`src/rtl/imem_arbiter_pkg.sv`:
```
// imem_arbiter_pkg: shared constants, state/grant encodings and the round-robin pick helper
//   TEXT_BASE_ADDRESS : byte address of instruction word 0
//   IMA_*             : FSM state and grant-owner encodings
//   arb_pick()        : {valid, owner} from the two eligibility flags and the last grant
package imem_arbiter_pkg;

    localparam logic [31:0] TEXT_BASE_ADDRESS = 32'h0040_0000;

    localparam logic [1:0] IMA_IDLE   = 2'd0;
    localparam logic [1:0] IMA_ACCESS = 2'd1;
    localparam logic [1:0] IMA_RESP   = 2'd2;

    localparam logic IMA_GNT_FETCH  = 1'b0;
    localparam logic IMA_GNT_LOADER = 1'b1;

    typedef struct packed {
        logic valid;
        logic owner;
    } grant_t;

    // When both are eligible the one that did not win last time gets it.
    function automatic grant_t arb_pick(input logic f_ok, input logic l_ok, input logic last);
        grant_t g;
        g.valid = f_ok | l_ok;
        g.owner = (f_ok & l_ok) ? ~last : l_ok;
        return g;
    endfunction

endpackage

```
`src/rtl/imem_arbiter_if.sv`:
```
// imem_arbiter_if: fetch, loader and memory-array signals of the instruction-memory arbiter
//   master : requesters and memory array (drive requests and mem_rdata)
//   slave  : the arbiter (drives acks, read data, errors, memory controls, busy)
interface imem_arbiter_if #(parameter int IDX_W = 10);

    logic             f_req;
    logic [31:0]      f_addr;
    logic             f_ack;
    logic [31:0]      f_rdata;
    logic             f_err;
    logic             l_req;
    logic             l_we;
    logic [31:0]      l_addr;
    logic [31:0]      l_wdata;
    logic             l_lock;
    logic             l_ack;
    logic [31:0]      l_rdata;
    logic             l_err;
    logic [IDX_W-1:0] mem_idx;
    logic             mem_we;
    logic [31:0]      mem_wdata;
    logic [31:0]      mem_rdata;
    logic             busy;

    modport master (
        output f_req, f_addr, l_req, l_we, l_addr, l_wdata, l_lock, mem_rdata,
        input  f_ack, f_rdata, f_err, l_ack, l_rdata, l_err, mem_idx, mem_we, mem_wdata, busy
    );

    modport slave (
        input  f_req, f_addr, l_req, l_we, l_addr, l_wdata, l_lock, mem_rdata,
        output f_ack, f_rdata, f_err, l_ack, l_rdata, l_err, mem_idx, mem_we, mem_wdata, busy
    );

endinterface

```
`src/rtl/imem_addr_check.sv`:
```
// imem_addr_check: byte address -> word index plus misaligned/out-of-range error
//   addr_i : byte address
//   idx_o  : word index (addr_i - TEXT_BASE) / 4, truncated to IDX_W bits
//   err_o  : 1 when misaligned or offset >= 4 * 2**IDX_W (addresses below TEXT_BASE wrap and fail)
module imem_addr_check
    import imem_arbiter_pkg::*;
#(
    parameter int          IDX_W     = 10,
    parameter logic [31:0] TEXT_BASE = TEXT_BASE_ADDRESS
) (
    input  logic [31:0]      addr_i,
    output logic [IDX_W-1:0] idx_o,
    output logic             err_o
);

    logic [31:0] off;

    // TEXT_BASE is word aligned, so the offset's low bits equal the address's low bits.
    assign off   = addr_i - TEXT_BASE;
    assign idx_o = off[IDX_W+1:2];
    assign err_o = (off[1:0] != 2'b00) | (off[31:IDX_W+2] != '0);

endmodule

```
`src/rtl/imem_arbiter.sv`:
```
// imem_arbiter: shares the single-ported instruction memory between fetch and loader
//   clk, rst : clock, asynchronous active-high reset
//   bus      : slave side of imem_arbiter_if
//              f_*   fetch requester (read only), f_ack one-cycle pulse with f_rdata/f_err
//              l_*   loader requester (read/write), l_lock masks fetch requests
//              mem_* word index, write strobe/data and combinational read data of the array
//              busy  1 whenever the FSM is not idle
module imem_arbiter
    import imem_arbiter_pkg::*;
#(
    parameter int          IDX_W     = 10,
    parameter logic [31:0] TEXT_BASE = TEXT_BASE_ADDRESS
) (
    input  logic            clk,
    input  logic            rst,
    imem_arbiter_if.slave   bus
);

    logic [1:0]       state_q, state_d;
    logic             last_q, owner_q, we_q, err_q;
    logic [IDX_W-1:0] idx_q;
    logic [31:0]      wdata_q, f_rdata_q, l_rdata_q;
    logic             f_err_q, l_err_q;
    logic             in_access, in_resp, f_ok, l_ok, take;
    grant_t           gnt;
    logic [31:0]      sel_addr, acc_rdata;
    logic [IDX_W-1:0] sel_idx;
    logic             sel_err;

    imem_addr_check #(.IDX_W(IDX_W), .TEXT_BASE(TEXT_BASE)) u_addr_check (
        .addr_i (sel_addr),
        .idx_o  (sel_idx),
        .err_o  (sel_err)
    );

    // In RESP the owner's req still belongs to the transaction being acked,
    // so it is not eligible until the following cycle.
    always_comb begin
        in_access = state_q == IMA_ACCESS;
        in_resp   = state_q == IMA_RESP;
        f_ok      = bus.f_req & ~bus.l_lock & ~(in_resp & (owner_q == IMA_GNT_FETCH));
        l_ok      = bus.l_req & ~(in_resp & (owner_q == IMA_GNT_LOADER));
        gnt       = arb_pick(f_ok, l_ok, last_q);
        take      = ~in_access & gnt.valid;
        sel_addr  = (gnt.owner == IMA_GNT_LOADER) ? bus.l_addr : bus.f_addr;
        state_d   = in_access ? IMA_RESP : (gnt.valid ? IMA_ACCESS : IMA_IDLE);
        acc_rdata = (we_q | err_q) ? '0 : bus.mem_rdata;
    end

    always_ff @(posedge clk or posedge rst) begin
        if (rst) begin
            state_q   <= IMA_IDLE;
            last_q    <= IMA_GNT_LOADER;
            owner_q   <= IMA_GNT_FETCH;
            we_q      <= 1'b0;
            err_q     <= 1'b0;
            idx_q     <= '0;
            wdata_q   <= '0;
            f_rdata_q <= '0;
            f_err_q   <= 1'b0;
            l_rdata_q <= '0;
            l_err_q   <= 1'b0;
        end else begin
            state_q <= state_d;
            if (take) begin
                last_q  <= gnt.owner;
                owner_q <= gnt.owner;
                we_q    <= (gnt.owner == IMA_GNT_LOADER) & bus.l_we;
                err_q   <= sel_err;
                idx_q   <= sel_idx;
                wdata_q <= bus.l_wdata;
            end
            if (in_access & (owner_q == IMA_GNT_FETCH)) begin
                f_rdata_q <= acc_rdata;
                f_err_q   <= err_q;
            end
            if (in_access & (owner_q == IMA_GNT_LOADER)) begin
                l_rdata_q <= acc_rdata;
                l_err_q   <= err_q;
            end
        end
    end

    assign bus.f_ack     = in_resp & (owner_q == IMA_GNT_FETCH);
    assign bus.l_ack     = in_resp & (owner_q == IMA_GNT_LOADER);
    assign bus.f_rdata   = f_rdata_q;
    assign bus.f_err     = f_err_q;
    assign bus.l_rdata   = l_rdata_q;
    assign bus.l_err     = l_err_q;
    assign bus.mem_idx   = idx_q;
    assign bus.mem_we    = in_access & we_q & ~err_q;
    assign bus.mem_wdata = wdata_q;
    assign bus.busy      = state_q != IMA_IDLE;

endmodule

```
`src/flat_wrapper.sv`:
```
// flat-port wrapper written by rule: the top's interface ports become plain ports
module imem_arbiter_flat import imem_arbiter_pkg::*;
#(
    parameter int          IDX_W     = 10,
    parameter logic [31:0] TEXT_BASE = TEXT_BASE_ADDRESS
)
  (clk, rst, bus_f_req, bus_f_addr, bus_l_req, bus_l_we, bus_l_addr, bus_l_wdata, bus_l_lock, bus_mem_rdata, bus_f_ack, bus_f_rdata, bus_f_err, bus_l_ack, bus_l_rdata, bus_l_err, bus_mem_idx, bus_mem_we, bus_mem_wdata, bus_busy);
  imem_arbiter_if #(.IDX_W(IDX_W)) bus_i ();
  input  logic clk;
  input  logic rst;
  input wire logic [$bits(bus_i.f_req)-1:0] bus_f_req;
  input wire logic [$bits(bus_i.f_addr)-1:0] bus_f_addr;
  input wire logic [$bits(bus_i.l_req)-1:0] bus_l_req;
  input wire logic [$bits(bus_i.l_we)-1:0] bus_l_we;
  input wire logic [$bits(bus_i.l_addr)-1:0] bus_l_addr;
  input wire logic [$bits(bus_i.l_wdata)-1:0] bus_l_wdata;
  input wire logic [$bits(bus_i.l_lock)-1:0] bus_l_lock;
  input wire logic [$bits(bus_i.mem_rdata)-1:0] bus_mem_rdata;
  output wire logic [$bits(bus_i.f_ack)-1:0] bus_f_ack;
  output wire logic [$bits(bus_i.f_rdata)-1:0] bus_f_rdata;
  output wire logic [$bits(bus_i.f_err)-1:0] bus_f_err;
  output wire logic [$bits(bus_i.l_ack)-1:0] bus_l_ack;
  output wire logic [$bits(bus_i.l_rdata)-1:0] bus_l_rdata;
  output wire logic [$bits(bus_i.l_err)-1:0] bus_l_err;
  output wire logic [$bits(bus_i.mem_idx)-1:0] bus_mem_idx;
  output wire logic [$bits(bus_i.mem_we)-1:0] bus_mem_we;
  output wire logic [$bits(bus_i.mem_wdata)-1:0] bus_mem_wdata;
  output wire logic [$bits(bus_i.busy)-1:0] bus_busy;
  assign bus_i.f_req = bus_f_req;
  assign bus_i.f_addr = bus_f_addr;
  assign bus_i.l_req = bus_l_req;
  assign bus_i.l_we = bus_l_we;
  assign bus_i.l_addr = bus_l_addr;
  assign bus_i.l_wdata = bus_l_wdata;
  assign bus_i.l_lock = bus_l_lock;
  assign bus_i.mem_rdata = bus_mem_rdata;
  assign bus_f_ack = bus_i.f_ack;
  assign bus_f_rdata = bus_i.f_rdata;
  assign bus_f_err = bus_i.f_err;
  assign bus_l_ack = bus_i.l_ack;
  assign bus_l_rdata = bus_i.l_rdata;
  assign bus_l_err = bus_i.l_err;
  assign bus_mem_idx = bus_i.mem_idx;
  assign bus_mem_we = bus_i.mem_we;
  assign bus_mem_wdata = bus_i.mem_wdata;
  assign bus_busy = bus_i.busy;
  imem_arbiter #(.IDX_W(IDX_W), .TEXT_BASE(TEXT_BASE)) u_core (.clk(clk), .rst(rst), .bus(bus_i));
endmodule
```
`config.mk`:
```
export PLATFORM = sky130hd
export DESIGN_NAME = imem_arbiter_flat
export DESIGN_NICKNAME = d
export VERILOG_FILES = /design/src/rtl/imem_arbiter_pkg.sv /design/src/rtl/imem_arbiter_if.sv /design/src/rtl/imem_addr_check.sv /design/src/rtl/imem_arbiter.sv /design/src/flat_wrapper.sv
export SDC_FILE = /design/constraint.sdc
export NUM_CORES = 1
export LEC_CHECK = 0
export ABC_AREA = 1
export ABC_CLOCK_PERIOD_IN_PS = 6700
export CAP_MARGIN = 40
export CORE_MARGIN = 2
export CORE_UTILIZATION = 40
export DETAILED_ROUTE_END_ITERATION = 10
export PLACE_DENSITY = 0.91
export SYNTH_ARGS = -nofsm -noshare
export SYNTH_HDL_FRONTEND = slang
export SYNTH_SLANG_ARGS = --single-unit
```
`constraint.sdc`:
```
create_clock -name clk -period 6.7 [get_ports clk]
set_input_delay 1.005 -clock clk [delete_from_list [all_inputs] [get_ports clk]]
set_output_delay 1.005 -clock clk [all_outputs]
set_load 0.01 [all_outputs]
```
==> results.md <==
- Worst min path class: reg -> reg
- Switching power: 1.17 mW
- Synth top cells by count: 135 x nand2_1, 113 x dfrtp_1, 65 x nor2_1
- Adder-Cell Fraction of Synth Area: 0%
- Die span in x: 114 um
- Element type at the critical path end: register
- IO Pins: 246
- Inserted Clock Buffers: 17
- Most frequent cell after synthesis: nand2_1
- CTS tree: done
- Launching point of the worst reg2reg path: u_core.owner_q$_DFFE_PP0P_
- Vias/cell: ~4.7
- Syn_nets: between 600 and 700
- Drt wl/cell: between 10 and 15 um
- Leak Pwr: 3.87 nW
- Final Setup Violations: 0
- Avg Inst Size Synth: approximately 10 um^2
- Seq/Total Area, Yosys: between 50% and 60%
- Fin. Hold Viols: 0
- First-iteration detailed-routing DRC count: 167
- Synth top area share: between 50% and 60%
- Synth Area in Compound Gates: 2.15%
- Sequential share of power: between 30 and 40%
- Slowest CP cell: clkinv_2
- Final TNS setup: 0 ns
- Antenna diodes: 0
- Most used routing layer: met2
- Clock latency on the worst-skew pair: 0.41 ns
- Share of cells above drive strength 1: roughly 14%
- EDFF count, synth: 0
- Max rail drop VDD: 0.238 mV
- PwrDens: around 460 mW/mm^2
- Vias: 4195
- Site Rows: 40
- Crit Path Class: in -> reg
- Crit Path Max Fanout: between 40 and 50
- Synth unique cells: 21
- Drt first pass iters: 4
- Synth area leaders: dfrtp_1 58%, mux2_2 15%, nand2_1 10%
- Post-route ant nets: 0
- Max Clk Rate: ~310 MHz
- Flop2flop setup slack: 3.98 ns
- Worst slew margin: between 40% and 50%
- DRC viols: 0
- Sw Ratio: roughly a third
- Post-Synth Simple-Gate Area: between 10% and 20%
- CP arrival: roughly 3.5 ns
- Gate Count Post-Synth: approximately 500
- Clk pwr share: approximately a quarter
- Largest net degree at the start of global routing: 67
- WP data required: around 7.0 ns
- RSZ-0062 raised after global routing: no
- Filler cell count in the final layout: 891
- Clock sink count: between 100 and 150
- DP HPWL: 9760 um
- Status: finished clean
- Post_cts resized: 0
- Post-route minimum period: 3.22 ns
- Final wirelength: ~13000 um
- Post-CTS setup buffers: 0
- Nets: roughly 870
- FF+latch count, synth: between 100 and 150
- CP delay by family, top: buffers and inverters
- Post-Syn Area: 0.00488 mm^2
- Hold-fix buffers, CTS: 0
- Core Region: around 0.012 mm^2
- M3 GR Usage: between 8 and 9%
- Die height: 114 um
- Final period util: roughly 48%
- Least-Margin Pin Slew: between 0.8 and 0.9 ns
- H-tree depth: 4
- Mux share of post-synthesis cell area: approximately 15%
- Overflow after GRT: 0
- Port Buffers: between 200 and 250
- Clock Path Buffers: 2
- Layout area overhead: 65.3%
- Yosys top cell by area: dfrtp_1
- P_int: approximately 2.5 mW
- Worst-path clk slew: 0.05 ns
- Largest family of logic cells by synthesized area: simple AND/OR/NAND/NOR gates
- Top_reg_cell synth: dfrtp_1
- Slowest stage delay, CP: ~0.78 ns
- Setup crit start: bus_l_lock
- Worst path bufs/invs: 2
- Hold path start: u_core.last_q$_DFFE_PP1P_
- Final Slew Violations: 0
- Worst-path cell chain: clkdlybuf4s50_1 -> nor2_1 -> nand2_1 -> nand2_1 -> nand2_2 -> clkinv_2 -> nor2_1 -> a21oi_1
- Vias in the first global route: 4442
- Routing usage on met1: ~23%
- Die area: between 0.01 and 0.015 mm^2
- Clk_skew: around 0.0056 ns
- Setup crit start kind: input port
- Maxcap violations: 0
- DP Cell Count: between 800 and 900
- Initial Util: 40.8%
- Ys async rst share: 100%
- Root buf cell: clkbuf_16
- Ys Warns: 0
- Total GRT Usage: 21.3%
- Synth Area in XOR/XNOR: 0%
- RePlAce Congestion: approximately 0.75
- Antenna violations before repair: 0
- Final Non-Filler Cells: approximately 900
- Comb pwr share: between 40% and 50%
- GR Util met2: between 30% and 40%
- First-pass GRT wire length: around 21000 um
registers in the layout (all words and copies together) (netlist names):
signal / flops
u_core.bus.l_rdata: 32
u_core.owner_q: 1
u_core.state_q: 2
u_core.bus.l_err: 1
u_core.last_q: 1
u_core.bus.f_rdata: 32
u_core.bus.mem_wdata: 32
u_core.we_q: 1
u_core.err_q: 1
u_core.bus.f_err: 1
u_core.bus.mem_idx: 10
layout by cell type, fill, tap and decap left out:
master	n
clkinv_2	6
a21oi_1	20
clkinvlp_4	2
dfrtp_1	113
nand3_1	7
dfstp_2	1
buf_4	1
nor2_1	65
nor2_2	1
inv_2	3
clkdlybuf4s50_1	245
mux2_1	3
inv_4	1
nand2_1	135
bufinv_16	4
nor2_4	2
clkbuf_8	2
nand2_2	1
clkbuf_16	17
clkbuf_1	1
nor3_1	1
o21ai_1	1
inv_1	53
buf_12	2
mux2_2	63
or2_2	2
power by group through the flow:
| stage | clock, mW | sequential [mW] | combinational [mW] |
|---|---|---|---|
| final | 0.938 | 1.18 | 1.57 |
| after global routing | 0.994 | 1.22 | 1.69 |
| after CTS | 0.955 | 1.18 | 1.59 |
| after detailed placement | 0 | 1.18 | 1.59 |
| after global placement | 0 | 1.17 | 1.53 |
| after floorplan | 0 | 1.31 | 0.601 |
routing by layer:
metal | share of wire [%] | routed length, um
met1 | 39 | 5200
met2 | 50 | 6730
met3 | 8.0 | 1070
met4 | 2.5 | 330
met5 | 0 | 0
path summary, 6_finish.rpt:
check | depth (start not counted) | end
max | 8 | u_core.bus.mem_idx[7]$_DFFE_PP0P_
min | 2 | u_core.last_q$_DFFE_PP1P_
max reg2reg | 8 | u_core.bus.mem_idx[7]$_DFFE_PP0P_
min reg2reg | 2 | u_core.last_q$_DFFE_PP1P_
max in group asynchronous | 3 | u_core.bus.f_rdata[14]$_DFFE_PP0P_
min in group asynchronous | 2 | u_core.bus.mem_wdata[28]$_DFFE_PP0P_
layout make-up:
| class | instances | area (um^2) | share of cell area [%] |
|---|---|---|---|
| clock buffer | 20 | 457 | 5.66 |
| clock inverter | 11 | 160 | 1.99 |
| inverter | 58 | 221 | 2.75 |
| multi-input combinational | 301 | 1690 | 20.9 |
| sequential | 114 | 2850 | 35.4 |
| tap | 147 | 184 | 2.28 |
| timing repair buffer | 248 | 2500 | 31.0 |
worst register-to-register path, cell delays in order, from the launching register on:
cell	delay (ns)
dfrtp_1	0.42
inv_2	0.11
nand3_1	0.11
nand2_1	0.08
nand2_1	0.05
nand2_2	0.63
clkinv_2	0.80
nor2_1	0.32
a21oi_1	0.07
logic make-up after synthesis:
| logic type | Yosys count |
|---|---|
| compound gates | 21 |
| buf+inv | 78 |
| flops | 114 |
| mux | 66 |
| simple gates | 214 |
through the flow:
step	total power, mW	hold slack (ns)	setup slack, ns	instance area, um^2	utilization [%]
3_3_place_gp	2.70	0.461	3.14	7410	61.9
5_1_grt	3.91	0.490	3.29	8060	67.4
4_1_cts	3.73	0.473	3.50	8060	67.4
6_report	3.68	0.471	3.48	8060	67.4
3_5_place_dp	2.77	0.465	3.10	7450	62.2
2_1_floorplan	1.91	0.448	2.68	4880	-
Note: power is estimated with default switching activity, not from simulation.
==> edit, RTL diff (same settings) <==
Make the reset (`rst`) synchronous in one clocked block. Comments in the files are not updated.
--- a/src/rtl/imem_arbiter.sv
+++ b/src/rtl/imem_arbiter.sv
@@ -47,7 +47,7 @@
         acc_rdata = (we_q | err_q) ? '0 : bus.mem_rdata;
     end
 
-    always_ff @(posedge clk or posedge rst) begin
+    always_ff @(posedge clk) begin
         if (rst) begin
             state_q   <= IMA_IDLE;
             last_q    <= IMA_GNT_LOADER;
Formal check against the unedited RTL: differs if rst is asserted again (counterexample within 4 cycles, from zero or initial values and one cycle with rst high); with rst held inactive, the same outputs for 10 cycles.
==> edit against the unedited design <==
  * Worst hold slack got worse by 0.0084 ns
  * Cell area shrank 3.8%
  * Critical path depth grew 2
  * Wire length grew 10%
  * Count of clock-buffer cells in the layout fell by 1
  * Sequential cell count unchanged
  * Global-route usage up 2.0 points
  * Setup slack gained 0.076 ns
  * Area after synthesis fell by 3.6%
  * Critical path type unchanged
Power is not compared: it rests on default switching activity, and its combinational part moved more than twofold at a synthesized area within 25%.
==> edit: results (changes against the unedited design) <==
Parameter                              Value

Route
  Vias ... 5119 (was 4195)
  Final Routed Wirelength ... 14.7 mm (was 13.3 mm)

Worst setup path
  Maximum fanout along the worst path ... 54 (was 46)
  Worst R2R Start ... u_core.owner_q (unchanged)
  R2R setup slack ... 3.82 ns (was 3.98 ns)
  Endpoint of the worst-slack reg-to-reg timing path ... u_core.bus.mem_idx[8] (was u_core.bus.mem_idx[7])

Synthesis
  Proportion of register bits with asynchronous set or reset after synthesis ... 0% (was 100%)
  Most frequent cells after synthesis ... sky130_fd_sc_hd__nor2_1 (155), sky130_fd_sc_hd__dfxtp_1 (114), sky130_fd_sc_hd__nand2_1 (93), sky130_fd_sc_hd__nand3_1 (81), sky130_fd_sc_hd__a21oi_1 (67) (was sky130_fd_sc_hd__nand2_1 (135), sky130_fd_sc_hd__dfrtp_1 (113), sky130_fd_sc_hd__nor2_1 (65), sky130_fd_sc_hd__mux2_2 (63), sky130_fd_sc_hd__inv_1 (54))
  Main area contributors after synthesis ... sky130_fd_sc_hd__dfxtp_1 (49%), sky130_fd_sc_hd__nor2_1 (12%), sky130_fd_sc_hd__nand3_1 (8.6%), sky130_fd_sc_hd__nand2_1 (7.4%), sky130_fd_sc_hd__a21oi_1 (7.1%) (was sky130_fd_sc_hd__dfrtp_1 (58%), sky130_fd_sc_hd__mux2_2 (15%), sky130_fd_sc_hd__nand2_1 (10%), sky130_fd_sc_hd__nor2_1 (5.0%), sky130_fd_sc_hd__inv_1 (4.2%))
  Net count after synthesis ... 801 (was 627)
  Unique masters post-synth ... 23 (was 21)
  Sequential-to-total area share from yosys stat ... 48.5% (was 58.5%)

Outcome
  Run status ... finished, final reports clean (unchanged)

GRT
  Global-route total usage across every layer ... 23.3% (was 21.3%)
  Via count of the first global-routing pass ... 4981 (was 4442)
  First-pass GRT wire length ... 23.6 mm (was 21.3 mm)
  Met1 GRT Util ... 25.5% (was 23.2%)
  Largest net degree at the start of global routing ... 73 (was 67)
  Fraction of met2 tracks used by global routing ... 41.9% (was 37.0%)
  Met3 Usage GRT ... 6.32% (was 8.42%)

Worst hold path
  Hold Crit Endpoint ... u_core.bus.f_rdata[30] (was u_core.last_q)

Cells and area
  Layout cell share with drive strength beyond 1 ... 5.64% (was 14.4%)
  Total of fill cells in the finished design ... 955 (was 891)
  Net total in the final layout ... 1025 (was 874)

Place
  Final weighted congestion of routability-driven global placement ... 0.817 (was 0.750)
  Half-perimeter wire length of the detailed placement result ... 10.5 mm (was 9.76 mm)
[edit: per-layer routing]
layer	routed length, um	part of all wire, %	vias to the layer above
met2	7660	52	228
met5	0	0	-
met4	466	3.2	0
met1	5520	38	2277
li1	-	-	2579
met3	1080	7.3	35
[edit: report_power, final]
part | total (mW) | internal [mW] | leakage [nW] | switching, mW
Sequential | 0.742 | 0.720 | 0.933 | 0.0218
Clock | 0.869 | 0.555 | 0.275 | 0.314
Combinational | 0.343 | 0.177 | 1.85 | 0.166
Total | 1.95 | 1.45 | 3.06 | 0.502
[edit: cell families (layout without fill, tap and decap cells)]
kind of cell           Yosys count  in the layout  synth area share, %
and+or+nand+nor                341            341                 30.1
DFF                            114            114                 48.5
AOI/OAI and AO/OA              111            111                 12.0
buffers and inverters          101            338                 9.34
[edit: critical path: stages]
cell	delay, ns
sky130_fd_sc_hd__clkdlybuf4s50_1	0.45
sky130_fd_sc_hd__inv_1	0.03
sky130_fd_sc_hd__nor2_1	0.11
sky130_fd_sc_hd__nand2_1	0.07
sky130_fd_sc_hd__nand2_1	0.08
sky130_fd_sc_hd__nand2_2	0.41
sky130_fd_sc_hd__inv_2	0.82
sky130_fd_sc_hd__nand2_1	0.21
sky130_fd_sc_hd__nor2_1	0.16
sky130_fd_sc_hd__nor2_1	0.06
[edit: how the worst max path moves through the flow]
stage | from | end | slack, ns | cells after the start
after floorplan | u_core.state_q[0] | bus_mem_we | 4.83 | 4
after global placement | bus_f_req | u_core.err_q | 3.18 | 10
after detailed placement | bus_f_req | u_core.err_q | 3.14 | 10
after CTS | u_core.owner_q | bus_l_ack | 3.55 | 4
after global routing | bus_f_req | u_core.err_q | 3.30 | 10
final | bus_f_req | u_core.err_q | 3.55 | 10
[edit: layout make-up]
type,instances,area [um2],share of cell area (%)
Clock buffer,19,443,5.71
Tap cell,143,179,2.31
Timing Repair Buffer,252,2530,32.6
Clock inverter,13,136,1.76
Inverter,54,205,2.65
Multi-Input combinational cell,452,1980,25.6
Sequential cell,114,2280,29.4
[edit: per-stage QoR]
stage	hold slack, ns	total power [mW]	instances	worst slack, ns	area [um2]
2_1_floorplan	0.444	0.912	667	4.83	4700
3_3_place_gp	0.451	1.09	1013	3.18	7140
3_5_place_dp	0.454	1.10	1015	3.14	7180
4_1_cts	0.462	1.97	1047	3.55	7760
5_1_grt	0.477	2.04	1047	3.30	7760
6_report	0.462	1.95	1047	3.55	7760
